### src/rtl/step_cmd_sequencer.sv
// Segment FIFO and launch sequencer feeding the clk_gen step-pulse generator.
// Per segment: drive dir, honour driver setup time on a direction change, load, pulse start, await finish.

module step_cmd_sequencer #(
    parameter int DEPTH     = 16,
    parameter int DIR_SETUP = 50,
    parameter int ACK_TMO   = 4
) (
    input  logic                   clk,
    input  logic                   reset_n,
    input  logic                   wr_valid,
    output logic                   wr_ready,
    input  logic                   wr_dir,
    input  logic [31:0]            wr_reduction,
    input  logic [30:0]            wr_count,
    input  logic                   enable,
    input  logic                   abort,
    output logic [31:0]            gen_reduction,
    output logic [30:0]            gen_count,
    output logic                   gen_start,
    input  logic                   gen_finish,
    output logic                   dir,
    output logic                   busy,
    output logic [$clog2(DEPTH):0] level,
    output logic [31:0]            seg_done,
    output logic                   err
);

    localparam int AW      = $clog2(DEPTH);
    localparam int TMR_MAX = (DIR_SETUP > ACK_TMO) ? DIR_SETUP : ACK_TMO;
    localparam int TW      = $clog2(TMR_MAX + 1);

    localparam logic [AW:0]   FULL_LEVEL = (AW+1)'(DEPTH);
    localparam logic [TW-1:0] SETUP_LAST = TW'(DIR_SETUP - 1);
    localparam logic [TW-1:0] ACK_LAST   = TW'(ACK_TMO - 1);

    typedef enum logic [2:0] {
        S_IDLE,
        S_LOAD,
        S_SETUP,
        S_START,
        S_ACK,
        S_RUN,
        S_DRAIN
    } state_t;

    typedef struct packed {
        logic        dir;
        logic [31:0] reduction;
        logic [30:0] count;
    } seg_t;

    state_t          state;
    state_t          state_next;
    seg_t            mem [DEPTH];
    seg_t            head;
    logic [AW-1:0]   wr_ptr;
    logic [AW-1:0]   rd_ptr;
    logic [TW-1:0]   tmr;
    logic            dir_primed;
    logic            push;
    logic            pop;
    logic            load;
    logic            seg_inc;
    logic            err_set;

    assign wr_ready  = (level != FULL_LEVEL);
    assign push      = wr_valid && wr_ready && !abort;
    assign head      = mem[rd_ptr];
    assign gen_start = (state == S_START);
    assign busy      = (state != S_IDLE);

    // NOTE: storage is never read before it is written, so it carries no reset and maps to plain RAM.
    always_ff @(posedge clk) begin
        if (push) begin
            mem[wr_ptr] <= '{dir: wr_dir, reduction: wr_reduction, count: wr_count};
        end
    end

    // NOTE: every register uses non-blocking assignment so all flops update from pre-edge values.
    always_ff @(posedge clk or negedge reset_n) begin
        if (!reset_n) begin
            wr_ptr <= '0;
            rd_ptr <= '0;
            level  <= '0;
        end else if (abort) begin
            wr_ptr <= '0;
            rd_ptr <= '0;
            level  <= '0;
        end else begin
            if (push) wr_ptr <= wr_ptr + 1'b1;
            if (pop)  rd_ptr <= rd_ptr + 1'b1;
            case ({push, pop})
                2'b10:   level <= level + 1'b1;
                2'b01:   level <= level - 1'b1;
                default: level <= level;
            endcase
        end
    end

    always_ff @(posedge clk or negedge reset_n) begin
        if (!reset_n) state <= S_IDLE;
        else          state <= state_next;
    end

    // NOTE: all outputs get a default before the case so no path infers a latch.
    always_comb begin
        state_next = state;
        pop        = 1'b0;
        load       = 1'b0;
        seg_inc    = 1'b0;
        err_set    = 1'b0;
        case (state)
            S_IDLE: begin
                if (!abort && enable && (level != '0) && gen_finish && !err) begin
                    state_next = S_LOAD;
                end
            end
            S_LOAD: begin
                if (abort) begin
                    state_next = S_IDLE;
                end else begin
                    pop = 1'b1;
                    if (head.count == '0) begin
                        state_next = S_IDLE;
                    end else begin
                        load = 1'b1;
                        if (!dir_primed || (head.dir != dir)) state_next = S_SETUP;
                        else                                  state_next = S_START;
                    end
                end
            end
            S_SETUP: begin
                if (abort)                  state_next = S_IDLE;
                else if (tmr == SETUP_LAST) state_next = S_START;
            end
            // The start pulse is already on the wire here, so an abort must wait for the generator.
            S_START: begin
                if (abort) state_next = S_DRAIN;
                else       state_next = S_ACK;
            end
            S_ACK: begin
                if (abort) begin
                    state_next = S_DRAIN;
                end else if (!gen_finish) begin
                    state_next = S_RUN;
                end else if (tmr == ACK_LAST) begin
                    err_set    = 1'b1;
                    state_next = S_IDLE;
                end
            end
            S_RUN: begin
                if (abort) begin
                    state_next = S_DRAIN;
                end else if (gen_finish) begin
                    seg_inc    = 1'b1;
                    state_next = S_IDLE;
                end
            end
            S_DRAIN: begin
                if (gen_finish) state_next = S_IDLE;
            end
            default: state_next = S_IDLE;
        endcase
    end

    // Shared cycle timer for SETUP and ACK; restarts on every state change.
    always_ff @(posedge clk or negedge reset_n) begin
        if (!reset_n) begin
            tmr <= '0;
        end else if (state_next != state) begin
            tmr <= '0;
        end else if ((state == S_SETUP) || (state == S_ACK)) begin
            tmr <= tmr + 1'b1;
        end
    end

    always_ff @(posedge clk or negedge reset_n) begin
        if (!reset_n) begin
            gen_reduction <= '0;
            gen_count     <= '0;
            dir           <= 1'b0;
            dir_primed    <= 1'b0;
            seg_done      <= '0;
            err           <= 1'b0;
        end else begin
            if (load) begin
                gen_reduction <= head.reduction;
                gen_count     <= head.count;
                dir           <= head.dir;
                dir_primed    <= 1'b1;
            end
            if (seg_inc) seg_done <= seg_done + 32'd1;
            if (err_set) err      <= 1'b1;
        end
    end

endmodule

### config.mk
export PLATFORM = sky130hd
export DESIGN_NAME = step_cmd_sequencer
export DESIGN_NICKNAME = d
export VERILOG_FILES = /design/src/rtl/step_cmd_sequencer.sv
export SDC_FILE = /design/constraint.sdc
export NUM_CORES = 1
export LEC_CHECK = 0
export CAP_MARGIN = 30
export CELL_PAD_IN_SITES_DETAIL_PLACEMENT = 0
export CELL_PAD_IN_SITES_GLOBAL_PLACEMENT = 1
export CORE_ASPECT_RATIO = 0.7
export CORE_UTILIZATION = 50
export CTS_BUF_LIST = sky130_fd_sc_hd__clkbuf_2 sky130_fd_sc_hd__clkbuf_4 sky130_fd_sc_hd__clkbuf_8
export DETAILED_ROUTE_END_ITERATION = 12
export PLACE_DENSITY_LB_ADDON = 0.1
export SETUP_SLACK_MARGIN = 0.3
export SLEW_MARGIN = 20
export SYNTH_ARGS = -nofsm -noshare
export SYNTH_HDL_FRONTEND = slang
export SYNTH_SLANG_ARGS = --single-unit
### constraint.sdc
create_clock -name clk -period 5.9 [get_ports clk]
set_clock_uncertainty 0.2 [all_clocks]
set_input_delay 1.475 -clock clk [delete_from_list [all_inputs] [get_ports clk]]
set_output_delay 1.475 -clock clk [all_outputs]
set_load 0.03 [all_outputs]
==> impl_metrics.csv <==
group,metric,value,unit
run_status,status,"finished with violations",
run_status,violations,"DRC",
power,p_int,13900,uW
synthesis,synth.cell_area,43900,um^2
worst_setup_path,setup.worst_path.end_class,"flop",
clock_tree,clock_sinks,1144,
timing,rsz0062_at_grt,"no",
detailed_routing,route.detailed.drc,10,
power,leakage,0.0166,uW
synthesis,synth_top_cell_by_area,"edfxtp_1",
clock_tree,cts_resized,0,
detailed_routing,ant_nets,0,
timing,hold_viol,0,
timing,fin_crit,4.89,ns
grt,overflow,0,
grt,antenna_found_initial,6,
synthesis,synth_top_family_by_area,"multiplexers",
placed_design,dp_hpwl,55400,um
synthesis,synth-edff-count,1024,
power,switching_share,24.8,%
worst_setup_path,r2r-start,"rd_ptr[1]",
power,ir_drop,224,uV
timing,period_share,82.9,%
floorplan,io_pins,175,
synthesis,synth-compound-area-share,1.83,%
clock_tree,cts_tree,"done",
hold_path,hold_end,"seg_done[31]",
synthesis,ys_seq_area_share,76.9,%
timing,fin_setup_tns,0,ns
timing,fmax,0.205,GHz
timing,finalMaxSlewViolations,0,
clock_tree,post_cts_buffers,0,
power,seqPwrFrac,50.7,%
detailed_routing,dr.pass1.iters,9,
grt,grt_pass1_wl,151000,um
hold_path,hp-class,"flop to flop",
synthesis,synth.avg_cell_area,21.8,um^2
synthesis,synth-xor-area-share,0.958,%
timing,holdWs,0.263,ns
worst_setup_path,reg2reg_slack,1.01,ns
synthesis,ys_warn_count,0,
worst_setup_path,crit_type,"flop to flop",
grt,grt_start_max_net_pins,76,
timing,worst_slack,1.01,ns
placed_design,post-place-ws,1.00,ns
grt,grt.total_usage,23.8,%
clock_tree,clockBufferDepth,3,
synthesis,synthFlopType,"edfxtp_1",
floorplan,die_y,250,um
hold_path,hold_depth,1,
finish,fin_area,51100,um^2
synthesis,synth-async-reset-ratio,10.5,%
floorplan,dieArea,89000,um^2
timing,maxSlewHeadroom,32.1,%
detailed_routing,vias_per_cell,5.91,
floorplan,row_count,90,
power,clockPowerShare,35.2,%
synthesis,yosys.area_share.simple,2.15,%
synthesis,synth.most_common_cell,"edfxtp_1",
synthesis,muxShareOfSynthArea,16.5,%
synthesis,synthTopCellsByCount,"edfxtp_1 (1024), mux4_2 (265), dfrtp_1 (120)",
synthesis,synth_area_leaders,"edfxtp_1 (70%), mux4_2 (14%), dfrtp_1 (6.8%)",
floorplan,die_width,356,um
timing,tightest_slew,1.02,ns
finish,nets,2412,
worst_setup_path,start_kind,"flop",
worst_setup_path,cp.required,6.38,ns
placed_design,placedInstanceArea,47600,um^2
power,combPwrFrac,14.2,%
worst_setup_path,crit_arrival,5.37,ns
synthesis,syn_inst,2015,
floorplan,core_area,86600,um^2
synthesis,synthAdderAreaFrac,0.359,%
placed_design,place_congestion,0.753,
clock_tree,clock-root-buffer,"clkbuf_8",
run,max-cap-violations,0,
detailed_routing,first_iter_violations,2273,
clock_tree,cts_buffers,168,
floorplan,initial_core_util,50.7,%
synthesis,synth-seq-cells,1144,
finish,drive_gt1_share,27.9,%
worst_setup_path,cp-startpoint,"rd_ptr[1]",
detailed_routing,vias,21400,
clock_tree,insertion_delay,0.81,ns
worst_setup_path,crit_fanout,56,
finish,syn2layout_area_growth,16.4,%
clock_tree,clk_pin_slew_worst_paths,0.06,ns
worst_setup_path,ff2ff_path_depth,10,
synthesis,synth_nets,2097,
power,p_sw,4590,uW
hold_path,min_from,"seg_done[31]",
finish,stdcell_count,3622,
placed_design,dp_cells,3310,
detailed_routing,wl_per_cell,28.7,um
placed_design,numPortBuffers,174,
synthesis,yosysUniqueCellTypes,49,
synthesis,synth_top_area_share,70.0,%
clock_tree,htreeDepth,4,
power,p_per_area,362,nW/um^2
detailed_routing,routed_wl,104000,um
clock_tree,hold_buffers,0,
grt,grt_pass1_vias,21800,
timing,setup_viol,0,
worst_setup_path,r2r_end,"gen_count[12]",
## metal layers
| metal | routed length, um | global-route usage, % | vias to the layer above |
|---|---|---|---|
| met4 | 1570 | 6.11 | 0 |
| met2 | 49200 | 36.3 | 755 |
| li1 | - | - | 9005 |
| met5 | 0 | 0 | - |
| met3 | 7150 | 4.72 | 136 |
| met1 | 45900 | 35.5 | 11500 |
## worst max-delay path by stage
stage                         end  cells after the start
floorplan               mem[1][0]                      4
global placement     gen_count[4]                     10
detailed placement  gen_count[12]                     10
CTS                 gen_count[12]                     10
global route        gen_count[12]                     10
finish              gen_count[12]                     10
## cell families (layout without fill, tap and decap cells)
family,Yosys count,after routing
AOI/OAI and AO/OA,107,107
xor gates and xnor gates,48,48
adders and majority gates,12,12
buffers and inverters,117,572
DFF,1144,1144
muxes,384,384
other,0,2
and+or+nand+nor,203,203
## placed cells by master, fill, tap and decap left out, types with 13 or more instances in the layout
master           count
a22o_1              16
mux4_2             265
clkbuf_8           195
a221oi_1            28
dfrtp_1            116
nor2_1              56
buf_12              28
inv_1               18
a22oi_1             23
xnor2_1             28
edfxtp_1          1024
buf_4               41
clkdlybuf4s50_1    173
a21oi_1             13
clkbuf_4            92
xor2_1              20
nand2_1             54
mux2_2              29
mux2_1              22
mux2i_1             68
## power groups by stage
stage	clock network (uW)	registers (uW)	logic, uW
6_report	6510	9380	2630
3_5_place_dp	0	9550	2660
2_1_floorplan	0	9860	1280
5_1_grt	7020	9410	2790
4_1_cts	6660	9390	2670
3_3_place_gp	0	9540	2610
## sequential cells by signal, summed over array words and instances, names as in the netlist
name,count
mem,1024
gen_reduction,32
seg_done,32
state,3
gen_count,31
wr_ptr,4
dir_primed,1
level,5
tmr,6
err,1
dir,1
rd_ptr,4
## through the flow
step / utilization [%] / power [uW]
after floorplan: - / 11100
after global placement: 54.9 / 12200
after detailed placement: 55.0 / 12200
after CTS: 59.0 / 18700
after global routing: 59.0 / 19200
final: 59.0 / 18500
## worst max-delay path: stages, from the launching register on
cell and delay, ns:
dfrtp_4 0.91, buf_12 0.40, mux4_2 0.39, a22oi_1 0.21, nand2_1 0.13, or4_1 0.70, nor4_1 0.37, nand4_1 0.35
nand2_4 0.35, buf_12 0.26, mux2_2 0.37
## cell type report
class	count	area, um^2
clock buffers	287	3370
repair buffers	244	2640
clock inverters	23	130
fillers	6291	35500
diodes	2	5.00
multi-input cells	754	9680
well taps	1150	1440
flip-flops and latches	1144	33800
inverters	18	67.6
No activity file was read; power rests on OpenSTA's default activity.
